`src/rtl/hart_issue_sched_if.sv`:
```
// Issue bundle between the hart state unit, the scheduler and IF.
// Master drives hart state and stall; slave returns the issue.
interface hart_issue_sched_if #(
    parameter int HART_ID_W = 2
);
    localparam int HART_NUM = 2 ** HART_ID_W;

    logic [HART_NUM-1:0]  acti_hstate;
    logic [HART_NUM-1:0]  prim_hstate;
    logic                 if_stall;
    logic                 issue_valid;
    logic [HART_ID_W-1:0] issue_hid;
    logic [HART_NUM-1:0]  issue_hstate;
    logic                 issue_switch;

    modport master (
        output acti_hstate,
        output prim_hstate,
        output if_stall,
        input  issue_valid,
        input  issue_hid,
        input  issue_hstate,
        input  issue_switch
    );

    modport slave (
        input  acti_hstate,
        input  prim_hstate,
        input  if_stall,
        output issue_valid,
        output issue_hid,
        output issue_hstate,
        output issue_switch
    );
endinterface

```
`src/rtl/hart_issue_sched.sv`:
```
// Fetch-side hart scheduler: weighted primary hart plus
// round-robin over the remaining active harts, registered outputs.
module hart_issue_sched #(
    parameter int HART_ID_W   = 2,
    parameter int PRIM_WEIGHT = 3
) (
    input  logic                  clk,
    input  logic                  rst_n,
    hart_issue_sched_if.slave     bus
);
    localparam int HART_NUM = 2 ** HART_ID_W;
    localparam logic [2:0] PW = 3'(PRIM_WEIGHT);

    typedef enum logic [1:0] {
        IDLE,
        PRIM,
        ROBIN
    } st_e;

    st_e                  st_q, st_d;
    logic [HART_ID_W-1:0] rr_ptr_q, rr_ptr_d;
    logic [2:0]           prim_run_q, prim_run_d;
    logic                 have_last_q, have_last_d;
    logic                 issue_valid_q, issue_valid_d;
    logic [HART_ID_W-1:0] issue_hid_q, issue_hid_d;
    logic [HART_NUM-1:0]  issue_hstate_q, issue_hstate_d;
    logic                 issue_switch_q, issue_switch_d;

    logic [HART_NUM-1:0]  pa, oa;
    logic [HART_ID_W-1:0] prim_id;
    logic [HART_ID_W-1:0] rr_id;
    logic [HART_ID_W-1:0] cand;
    logic                 rr_hit;
    logic                 take_prim;
    logic                 any_acti;
    logic                 c_stall, c_idle, c_prim, c_robin;
    logic [HART_ID_W-1:0] new_id;

    // Candidate harts: encoded primary and circular search after rr_ptr
    always_comb begin
        pa      = bus.acti_hstate & bus.prim_hstate;
        oa      = bus.acti_hstate & ~bus.prim_hstate;
        prim_id = '0;
        for (int i = 0; i < HART_NUM; i++) begin
            if (pa[i]) prim_id = HART_ID_W'(i);
        end
        rr_hit = 1'b0;
        rr_id  = rr_ptr_q;
        cand   = '0;
        for (int k = 1; k <= HART_NUM; k++) begin
            cand = rr_ptr_q + HART_ID_W'(k);
            if (!rr_hit && oa[cand]) begin
                rr_hit = 1'b1;
                rr_id  = cand;
            end
        end
        any_acti  = |bus.acti_hstate;
        take_prim = (|pa) && ((prim_run_q < PW) || !(|oa));
        c_stall   = bus.if_stall;
        c_idle    = !bus.if_stall && !any_acti;
        c_prim    = !bus.if_stall && any_acti && take_prim;
        c_robin   = !bus.if_stall && any_acti && !take_prim;
    end

    // Next-state selection: stall hold, idle, primary slot or round-robin
    always_comb begin
        st_d           = st_q;
        rr_ptr_d       = rr_ptr_q;
        prim_run_d     = prim_run_q;
        have_last_d    = have_last_q;
        issue_valid_d  = issue_valid_q;
        issue_hid_d    = issue_hid_q;
        issue_hstate_d = issue_hstate_q;
        issue_switch_d = 1'b0;
        new_id         = c_prim ? prim_id : rr_id;
        unique case (1'b1)
            c_stall: begin
                if (!bus.acti_hstate[issue_hid_q]) begin
                    issue_valid_d  = 1'b0;
                    issue_hstate_d = '0;
                end
            end
            c_idle: begin
                st_d           = IDLE;
                issue_valid_d  = 1'b0;
                issue_hstate_d = '0;
                prim_run_d     = '0;
            end
            c_prim, c_robin: begin
                if (c_prim) begin
                    st_d       = PRIM;
                    prim_run_d = (prim_run_q < PW) ? prim_run_q + 3'd1 : PW;
                end else begin
                    st_d       = ROBIN;
                    rr_ptr_d   = rr_id;
                    prim_run_d = '0;
                end
                issue_switch_d         = !have_last_q || (new_id != issue_hid_q);
                have_last_d            = 1'b1;
                issue_valid_d          = 1'b1;
                issue_hid_d            = new_id;
                issue_hstate_d         = '0;
                issue_hstate_d[new_id] = 1'b1;
            end
            default: ;
        endcase
    end

    // State and registered outputs
    always_ff @(posedge clk or negedge rst_n) begin
        if (!rst_n) begin
            st_q           <= IDLE;
            rr_ptr_q       <= HART_ID_W'(HART_NUM - 1);
            prim_run_q     <= '0;
            have_last_q    <= 1'b0;
            issue_valid_q  <= 1'b0;
            issue_hid_q    <= '0;
            issue_hstate_q <= '0;
            issue_switch_q <= 1'b0;
        end else begin
            st_q           <= st_d;
            rr_ptr_q       <= rr_ptr_d;
            prim_run_q     <= prim_run_d;
            have_last_q    <= have_last_d;
            issue_valid_q  <= issue_valid_d;
            issue_hid_q    <= issue_hid_d;
            issue_hstate_q <= issue_hstate_d;
            issue_switch_q <= issue_switch_d;
        end
    end

    assign bus.issue_valid  = issue_valid_q;
    assign bus.issue_hid    = issue_hid_q;
    assign bus.issue_hstate = issue_hstate_q;
    assign bus.issue_switch = issue_switch_q;
endmodule

```
`src/flat_wrapper.sv`:
```
// flat-port wrapper written by rule: the top's interface ports become plain ports
module hart_issue_sched_flat 
#(
    parameter int HART_ID_W   = 2,
    parameter int PRIM_WEIGHT = 3
)
  (clk, rst_n, bus_acti_hstate, bus_prim_hstate, bus_if_stall, bus_issue_valid, bus_issue_hid, bus_issue_hstate, bus_issue_switch);
  hart_issue_sched_if #(.HART_ID_W(HART_ID_W)) bus_i ();
  input  logic clk;
  input  logic rst_n;
  input wire logic [$bits(bus_i.acti_hstate)-1:0] bus_acti_hstate;
  input wire logic [$bits(bus_i.prim_hstate)-1:0] bus_prim_hstate;
  input wire logic [$bits(bus_i.if_stall)-1:0] bus_if_stall;
  output wire logic [$bits(bus_i.issue_valid)-1:0] bus_issue_valid;
  output wire logic [$bits(bus_i.issue_hid)-1:0] bus_issue_hid;
  output wire logic [$bits(bus_i.issue_hstate)-1:0] bus_issue_hstate;
  output wire logic [$bits(bus_i.issue_switch)-1:0] bus_issue_switch;
  assign bus_i.acti_hstate = bus_acti_hstate;
  assign bus_i.prim_hstate = bus_prim_hstate;
  assign bus_i.if_stall = bus_if_stall;
  assign bus_issue_valid = bus_i.issue_valid;
  assign bus_issue_hid = bus_i.issue_hid;
  assign bus_issue_hstate = bus_i.issue_hstate;
  assign bus_issue_switch = bus_i.issue_switch;
  hart_issue_sched #(.HART_ID_W(HART_ID_W), .PRIM_WEIGHT(PRIM_WEIGHT)) u_core (.clk(clk), .rst_n(rst_n), .bus(bus_i));
endmodule
```
`config.mk`:
```
export PLATFORM = sky130hd
export DESIGN_NAME = hart_issue_sched_flat
export DESIGN_NICKNAME = d
export VERILOG_FILES = /design/src/rtl/hart_issue_sched_if.sv /design/src/rtl/hart_issue_sched.sv /design/src/flat_wrapper.sv
export SDC_FILE = /design/constraint.sdc
export NUM_CORES = 1
export LEC_CHECK = 0
export ABC_AREA = 1
export CAP_MARGIN = 20
export CORE_ASPECT_RATIO = 1.1
export CORE_MARGIN = 10
export CORE_UTILIZATION = 50
export DETAILED_ROUTE_END_ITERATION = 6
export PLACE_DENSITY = 0.87
export SLEW_MARGIN = 20
export SYNTH_ARGS = -nofsm -noshare
export SYNTH_HDL_FRONTEND = slang
export SYNTH_SLANG_ARGS = --single-unit
```
`constraint.sdc`:
```
create_clock -name clk -period 1.9 [get_ports clk]
set_input_delay 0.57 -clock clk [delete_from_list [all_inputs] [get_ports clk]]
set_output_delay 0.57 -clock clk [all_outputs]
set_load 0.05 [all_outputs]
```
### After elaboration in Yosys (flattened, before gate mapping)

Cells that the tools add are included.

* bits in registers: 14
* word-level logic and storage cells: 83
* input port bits: 11

* reduce and logical (&&, ||, !) cells: 27
* bitwise logic cells: 4
* add/sub/neg operators: 4
* equality and inequality tests: 2
* mux-type cells: 31
* $lt $le $gt $ge: 8

Operators with widths (number)
* $lt A2 B3 Y1 const B: 6
* $mux W2: 7
* $mux W1: 12
* $pmux W4 S3: 1
* $reduce_or A4 Y1: 3
* $bmux W1 S2: 5
* $logic_and A1 B1 Y1: 9
* $and A4 B4 Y4: 2
* $logic_not A1 Y1: 8
* $mux W3: 2
* $pmux W3 S2: 1
* $add A2 B2 Y2 const B: 2
* $mux W4: 1
* $not A4 Y4: 1
* $reduce_and A2 Y1: 2
* $add A3 B1 Y3 const B: 1
* $lt A3 B2 Y1 const B: 1
* $pmux W1 S3: 1
* $reduce_bool A3 Y1: 1
* $add A2 B1 Y2 const B: 1
* $demux W1 S2: 1
* $ge A2 B1 Y1 const B: 1
* $logic_or A1 B1 Y1: 2
* $ne A2 B2 Y1: 1
* 4 further kinds: 4

### Logic depth before layout (Yosys ltp)

Gate-level depths: netlist of the first run.

* depth after elaboration: 20
* mapped depth: 16
* gate-level depth less buffers: 16

### Worst setup path after synthesis of the first run

Ideal clock, no wire load.

* kind: input to register
* start point: input bus_prim_hstate[1]
* end point: register u_core.issue_switch_q, in the netlist u_core.bus.issue_switch
* path buffers: 0
* setup time: 0.118 ns
* cell stages on the path: 11
* data required time: 1.782 ns
* slack: 0.172 ns
* arrival: 1.610 ns
* cell sequence: inv_1 -> nand2_1 -> o211ai_1 -> o21ai_0 -> nand3_2 -> inv_1 -> nand3_1 -> nand3_1 -> nand3_1 -> nor2_1 -> nor2_1

* cells in the longest elaborated chain, start to end: 18

RTL lines
* from (decl): RTL line flat_wrapper.sv:12 `input wire logic [$bits(bus_i.prim_hstate)-1:0] bus_prim_hstate;`
* $not A4 Y4: RTL line hart_issue_sched.sv:42 `oa = bus.acti_hstate & ~bus.prim_hstate;`
* $and A4 B4 Y4: RTL line hart_issue_sched.sv:42
* $bmux W1 S2: RTL line hart_issue_sched.sv:52 `if (!rr_hit && oa[cand]) begin`
* $mux W1 (implied by the code): RTL line hart_issue_sched.sv:52
* $mux W1: RTL line hart_issue_sched.sv:52
* $logic_not A1 Y1: RTL line hart_issue_sched.sv:52
* $logic_and A1 B1 Y1: RTL line hart_issue_sched.sv:52
* $mux W1: RTL line hart_issue_sched.sv:52
* (+3 left out)
* $logic_not A1 Y1: RTL line hart_issue_sched.sv:52
* $logic_and A1 B1 Y1: RTL line hart_issue_sched.sv:52
* $mux W2: RTL line hart_issue_sched.sv:52
* $mux W2: RTL line hart_issue_sched.sv:75 `new_id = c_prim ? prim_id : rr_id;`
* $ne A2 B2 Y1: RTL line hart_issue_sched.sv:98 `issue_switch_d = !have_last_q || (new_id != issue_hid_q);`
* $logic_or A1 B1 Y1: RTL line hart_issue_sched.sv:98
* $mux W1 *: RTL line hart_issue_sched.sv:76 `unique case (1'b1)`
* named net u_core.issue_switch_d: RTL line hart_issue_sched.sv:27 `logic issue_switch_q, issue_switch_d;`
* to (signal assigned): RTL line hart_issue_sched.sv:128 `issue_switch_q <= issue_switch_d;`
* to (decl): RTL line hart_issue_sched.sv:27

The timed path passes the listed nets; every way through them passes the cells marked *. The select of a mux whose other input is x is not followed.
A chain may end at the register's enable or synchronous reset.

### Worst setup path in the final report of the first run

* start point: register u_core.rr_ptr_q[0]
* end point: register u_core.issue_switch_q, in the netlist u_core.bus.issue_switch

* cells in the longest elaborated chain, start to end: 17

RTL lines
* from (decl): RTL line hart_issue_sched.sv:21 `logic [HART_ID_W-1:0] rr_ptr_q, rr_ptr_d;`
* from (signal assigned): RTL line hart_issue_sched.sv:113 `rr_ptr_q <= HART_ID_W'(HART_NUM - 1);`
* from (signal assigned): RTL line hart_issue_sched.sv:122 `rr_ptr_q <= rr_ptr_d;`
* $add A2 B1 Y2: RTL line hart_issue_sched.sv:51 `cand = rr_ptr_q + HART_ID_W'(k);`
* $bmux W1 S2: RTL line hart_issue_sched.sv:52
* $mux W1 (implied by the code): RTL line hart_issue_sched.sv:52
* $mux W1: RTL line hart_issue_sched.sv:52
* $logic_not A1 Y1: RTL line hart_issue_sched.sv:52
* $logic_and A1 B1 Y1: RTL line hart_issue_sched.sv:52
* $mux W1: RTL line hart_issue_sched.sv:52
* $logic_not A1 Y1: RTL line hart_issue_sched.sv:52
* (+2 left out)
* $logic_not A1 Y1: RTL line hart_issue_sched.sv:52
* $logic_and A1 B1 Y1: RTL line hart_issue_sched.sv:52
* $mux W2 *: RTL line hart_issue_sched.sv:52
* $mux W2 *: RTL line hart_issue_sched.sv:75
* $ne A2 B2 Y1 *: RTL line hart_issue_sched.sv:98
* $logic_or A1 B1 Y1 *: RTL line hart_issue_sched.sv:98
* $mux W1 *: RTL line hart_issue_sched.sv:76
* named net u_core.issue_switch_d: RTL line hart_issue_sched.sv:27

Marked as above.

==> results.yml, run 1 <==
power_and_ir_drop:
  power_w: 0.00249
  ir_drop_uv: 1150
  leakagePower_nw: 0.778
  powerDensity_mw_per_mm2: 1650
floorplan:
  die_h_um: 66.8
  die_x_um: 62.5
  fp-row-count: 16
  start_util_pct: 53.9
  io_pins: 19
  core_sq_mm: 0.00184
  die_area_sq_mm: 0.00417
timing:
  tns_ns: -0.106
  finalMaxSlewViolations: 0
  worst_slew_pin_slew_ns: 0.392
  finalSetupViolations: 4
  min_period_ns: 1.97
  hold_violations: 0
  rsz0062_at_grt: "true"
  timing.final.crit_share_pct: 104
  max_freq_mhz: 508
  setup_slack_ns: -0.0666
  relSlewSlack_pct: 73.8
  skew_ns: 0.0115
clocking:
  clockBufferDepth: 2
  clkTransAtPathRegs_ns: 0.08
  cts_tree: "built"
  numCtsBuffers: 3
  htree_num_levels: 1
  clk_latency_ns: 0.29
  clock_tree.root_cell: "clkbuf_4"
  cts.sinks: 14
drt:
  drt-met1-wl_um: 1390
  ant_nets: 0
  dr.pass1.iters: 4
  vias: 1189
  drt_wl_total_um: 3520
  routed-wl-met2_um: 1750
  dr_wl_met3_um: 277
  drt-wirelength-per-cell_um: 16.6
  top_layer: "met4"
  post_drt_via_cell_ratio: 5.61
  drt_iter0_drc: 91
  drc: 0
placement:
  globalplace.congestion: 0.931
  io_buffers: 18
  dp_hpwl_um: 2280
hold_path:
  hold_class: "reg -> reg"
  min_to: "u_core.have_last_q$_DFFE_PN0P_"
  holdPathStages: 1
  hp-start: "u_core.have_last_q$_DFFE_PN0P_"
logic_synthesis:
  syn_inst: 140
  synth_fp_nets: 152
  syn_avg_cell_area_sq_um: 7.10
  synth_cell_types: 21
  ys_seq_area_share_pct: 35.5
  post_synth_instance_area_sq_um: 993
  yosysWarnings: 0
  ys_ff_latch: 14
critical_path:
  worstPathMaxFanout: 6
  worstPathCellList: "buf_4 -> nand3_1 -> nand3_2 -> nand2_2 -> inv_1 -> nand2_1 -> nand2_1 -> nand2_1 -> nand2_2 -> nand3_4 -> nand2_4 -> nand2_2 -> nand2_1 -> nor2_1 -> nor2_1"
  path_class: "reg -> reg"
  startpoint_type: "register"
  cp_common_cell: "nand2_1"
  worst-path-buf-inv: 2
  cpPeakStageDelay_ns: 0.64
  arrival_ns: 2.18
  cp-end-kind: "register"
  reg2reg_depth: 15
  rrSetupSlack_ns: -0.07
  r2r-start: "u_core.rr_ptr_q[0]$_DFFE_PN1P_"
  path_delay_family: "simple AND/OR/NAND/NOR gates"
  crit_slowest_cell: "dfstp_2"
  rr_endpoint: "u_core.bus.issue_switch$_DFF_PN0_"
  required_ns: 2.11
global_routing:
  grt.overflow.total: 0
  grt_max_degree: 15
  track_usage_pct: 16.4
  grt_pass1_wl_um: 5550
  antenna_found_initial: 0
  grt_pass1_vias: 1137
finish:
  layout_commonest_cell: "nand2_1"
  n_antenna_cell: 0
  syn_to_final_growth_pct: 52.0
  mostFrequentLayoutCells: "31 x nand2_1, 28 x buf_4, 17 x inv_1, 16 x nand3_1, 12 x dfrtp_1"
  nets: 198
  drive_above_1_share_pct: 39.5
  utilization_pct: 82.0
flow_run:
  max-cap-violations: 0
status:
  status: "finished with violations"
  violations: "setup timing"
report_power, final:
part           total (W)  internal (W)  switching [W]
combinational    0.00172      0.000619        0.00110
sequential      0.000554      0.000419       0.000135
clock           0.000218      0.000117       0.000101
total            0.00249       0.00115        0.00133
cell families after synthesis:
| logic type | Yosys count | synth area share [%] |
|---|---|---|
| and+or+nand+nor | 78 | 40.3 |
| AOI/OAI and AO/OA | 24 | 13.7 |
| buffers and inverters | 23 | 9.19 |
| adders and majority gates | 1 | 1.26 |
| DFF | 14 | 35.5 |
repair_timing:
action	in CTS	in global routing
endpoints found under the setup margin	9	8
hold buffers	0	0
pin swaps	10	4
buffers inserted	3	2
gates resized for setup	26	10
layer usage:
layer | global-route usage [%] | up-vias
met3 | 4.85 | 14
met2 | 29.6 | 65
met4 | 4.47 | 0
met5 | 0 | -
met1 | 18.4 | 562
li1 | - | 548
how the worst max path moves through the flow:
| stage | from | to | slack, ns | depth (start not counted) |
|---|---|---|---|---|
| after CTS | u_core.rr_ptr_q[0]$_DFFE_PN1P_ | u_core.bus.issue_switch$_DFF_PN0_ | 0.01 | 16 |
| final | u_core.rr_ptr_q[0]$_DFFE_PN1P_ | u_core.bus.issue_switch$_DFF_PN0_ | -0.07 | 15 |
| after global placement | bus_prim_hstate[1] | u_core.bus.issue_switch$_DFF_PN0_ | -0.40 | 12 |
| after global routing | u_core.rr_ptr_q[0]$_DFFE_PN1P_ | u_core.bus.issue_switch$_DFF_PN0_ | -0.15 | 15 |
| after floorplan | bus_prim_hstate[1] | u_core.bus.issue_switch$_DFF_PN0_ | 0.17 | 11 |
| after detailed placement | bus_prim_hstate[1] | u_core.bus.issue_switch$_DFF_PN0_ | -0.55 | 13 |
state kept, by name, summed over array words and instances (netlist names):
signal,flops
u_core.have_last_q,1
u_core.bus.issue_hid,2
u_core.bus.issue_hstate,4
u_core.bus.issue_switch,1
u_core.prim_run_q,3
u_core.rr_ptr_q,2
u_core.bus.issue_valid,1
layout make-up:
| cell class | count | area, sq um |
|---|---|---|
| Clock buffer | 4 | 36.3 |
| Fill cell | 115 | 332 |
| Inverter | 23 | 97.6 |
| Multi-Input combinational cell | 103 | 638 |
| Sequential cell | 14 | 353 |
| Tap cell | 27 | 33.8 |
| Timing Repair Buffer | 41 | 352 |
metrics by stage:
stage          cell area (sq um)  setup WS (ns)  hold slack, ns  instances
2_1_floorplan                993          0.172           0.274        140
4_1_cts                     1450         0.0120           0.478        210
3_3_place_gp                1350         -0.405           0.455        203
3_5_place_dp                1350         -0.553           0.458        203
6_report                    1510        -0.0666           0.482        212
5_1_grt                     1510         -0.145           0.505        212
cells in the mapped netlist:
| library cell | number | share of area, % |
|---|---|---|
| a31oi_2 | 1 | 1.3 |
| clkinv_4 | 1 | 0.88 |
| nand3_2 | 6 | 6.0 |
| dfrtp_1 | 12 | 30 |
| ha_1 | 1 | 1.3 |
| nand2_2 | 2 | 1.3 |
| o21ai_0 | 11 | 5.5 |
| nand2_4 | 3 | 3.4 |
| o211ai_1 | 2 | 1.5 |
| nand3_1 | 21 | 11 |
| nand2_1 | 37 | 14 |
| o32ai_1 | 1 | 0.88 |
| inv_2 | 2 | 0.76 |
| nand3_4 | 1 | 1.8 |
| a21oi_1 | 5 | 2.5 |
| nor2_1 | 7 | 2.6 |
| inv_1 | 19 | 7.2 |
| or2_2 | 1 | 0.63 |
| dfstp_2 | 2 | 5.3 |
| clkinv_1 | 1 | 0.38 |
| o21ai_1 | 4 | 2.0 |
Note: power is estimated with default switching activity, not from simulation.
==> inputs of run 2 (changes only) <==
- CORE_UTILIZATION: 50 -> 54
- GPL_TIMING_DRIVEN: not set -> 0
- PLACE_DENSITY: 0.87 -> 0.93
- clock period: 1.9 -> 2.3 ns (I/O delays scaled with it)
==> results.yml, run 2 (synthesized netlist as in run 1, its figures left out) <==
placement:
  globalplace.congestion: 0.870
  placed_area_sq_mm: 0.00120
  io_buffers: 18
  placed_cells: 176
  dp_hpwl_um: 2080
floorplan:
  fp-row-count: 16
  start_util_pct: 56.4
  core_sq_mm: 0.00176
  die_area_sq_mm: 0.00396
  die_h_um: 65.0
  die_x_um: 60.9
  io_pins: 19
clocking:
  cts_tree: "built"
  clockBufferDepth: 2
  numCtsBuffers: 3
  htree_num_levels: 1
  cts.sinks: 14
  clk_latency_ns: 0.28
  clock_tree.root_cell: "clkbuf_4"
  cts_hold_buf: 0
  clkTransAtPathRegs_ns: 0.08
timing:
  timing.final.crit_share_pct: 98.9
  skew_ns: 0.00527
  hold_violations: 0
  relSlewSlack_pct: 58.8
  finalSetupViolations: 0
  worst_slew_pin_slew_ns: 0.616
  finalMaxSlewViolations: 0
  min_period_ns: 2.28
  max_freq_mhz: 439
drt:
  dr.pass1.iters: 6
  drc: 0
  ant_nets: 0
  drt_iter0_drc: 59
  drt_wl_total_um: 2730
  drt-wirelength-per-cell_um: 15.0
  post_drt_via_cell_ratio: 5.69
  vias: 1036
critical_path:
  r2r-start: "u_core.rr_ptr_q[0]$_DFFE_PN1P_"
  path_depth: 12
  cp_common_cell: "nand3_1"
  rrSetupSlack_ns: 0.40
  arrival_ns: 2.44
  reg2reg_depth: 15
  worstPathCellList: "clkdlybuf4s50_1 -> inv_1 -> nand2_1 -> o211ai_1 -> o21ai_1 -> nand3_2 -> inv_2 -> nand3_1 -> nand3_1 -> nand3_1 -> nor2_1 -> nor2_1"
  crit_slowest_cell: "clkdlybuf4s50_1"
  cp-end-kind: "register"
  worst-path-buf-inv: 3
  rr_endpoint: "u_core.bus.issue_switch$_DFF_PN0_"
  cpPeakStageDelay_ns: 0.51
  startpoint_type: "input port"
  path_class: "in -> reg"
  worstPathMaxFanout: 4
  required_ns: 2.47
  path_delay_family: "simple AND/OR/NAND/NOR gates"
power_and_ir_drop:
  leakagePower_nw: 0.657
  ir_drop_uv: 836
  powerDensity_mw_per_mm2: 1350
global_routing:
  grt_pass1_wl_um: 4480
  antenna_found_initial: 0
  grt.overflow.total: 0
  grt_pass1_vias: 995
  grt_max_degree: 15
  track_usage_pct: 14.0
finish:
  n_antenna_cell: 0
  mostFrequentLayoutCells: "36 x nand2_1, 20 x nand3_1, 17 x inv_1, 15 x clkdlybuf4s50_1, 12 x dfrtp_1"
  drive_above_1_share_pct: 18.9
  fin_cells: 182
  largest_reg_flops: 4
  nets: 177
  syn_to_final_growth_pct: 29.0
  final_area_sq_mm: 0.00128
  layout_commonest_cell: "nand2_1"
  fillers: 122
hold_path:
  hold_class: "reg -> reg"
  hp-start: "u_core.have_last_q$_DFFE_PN0P_"
  holdPathStages: 1
  min_to: "u_core.have_last_q$_DFFE_PN0P_"
flow_run:
  max-cap-violations: 0
status:
  status: "complete, no violations"
-- run 2: where the power goes --
group          leakage [nW]  internal [W]  switching, W
Clock                0.0210     0.0000962     0.0000788
Sequential            0.170      0.000346     0.0000803
Combinational         0.465      0.000362      0.000764
Total                 0.657      0.000804      0.000923
-- run 2: metal layers --
| metal | GRT usage, % | share of wire (%) | up-vias |
|---|---|---|---|
| li1 | - | - | 506 |
| met1 | 17.1 | 42 | 492 |
| met2 | 23.0 | 52 | 38 |
| met3 | 4.87 | 6.5 | 0 |
| met4 | 2.75 | 0 | 0 |
| met5 | 0 | 0 | - |
-- run 2: through the flow --
| step | TNS, ns | hold WS, ns | power (W) | setup slack [ns] | util (%) |
|---|---|---|---|---|---|
| after floorplan | 0 | 0.394 | 0.00121 | 0.452 | - |
| after global placement | -1.50 | 0.451 | 0.00145 | -0.296 | 67.9 |
| after detailed placement | -1.94 | 0.453 | 0.00151 | -0.343 | 67.9 |
| after CTS | 0 | 0.474 | 0.00169 | 0.0310 | 70.6 |
| after global routing | -0.0688 | 0.511 | 0.00185 | -0.0641 | 72.7 |
| final | 0 | 0.471 | 0.00173 | 0.0244 | 72.7 |
-- run 2: worst max path at each step --
stage                            start                                 to  slack [ns]
detailed placement  bus_acti_hstate[1]  u_core.bus.issue_switch$_DFF_PN0_       -0.34
CTS                 bus_acti_hstate[1]  u_core.bus.issue_switch$_DFF_PN0_        0.03
global placement    bus_acti_hstate[0]  u_core.bus.issue_switch$_DFF_PN0_       -0.30
floorplan           bus_prim_hstate[1]  u_core.bus.issue_switch$_DFF_PN0_        0.45
finish              bus_prim_hstate[1]  u_core.bus.issue_switch$_DFF_PN0_        0.02
global route        bus_prim_hstate[1]  u_core.bus.issue_switch$_DFF_PN0_       -0.06
-- run 2: cell type report --
| cell class | instances | area (sq um) | share of cell area, % |
|---|---|---|---|
| multi-input cells | 103 | 576 | 44.9 |
| flip-flops and latches | 14 | 353 | 27.5 |
| repair buffers | 20 | 203 | 15.8 |
| inverters | 23 | 91.3 | 7.13 |
| clock buffers | 4 | 36.3 | 2.83 |
| well taps | 18 | 22.5 | 1.76 |
-- run 2: repair_timing --
action / 4_1_cts / 5_1_grt
endpoints found under the setup margin: 3 / 6
pin swaps: 0 / 2
resized for setup: 3 / 9
buffers inserted: 0 / 2
-- run 2: worst register-to-register path: cells and delay by family (launching register included) --
kind                   cells  cell delay (ns)
and+or+nand+nor           12             0.93
DFF                        1             0.61
buffers and inverters      3             0.25
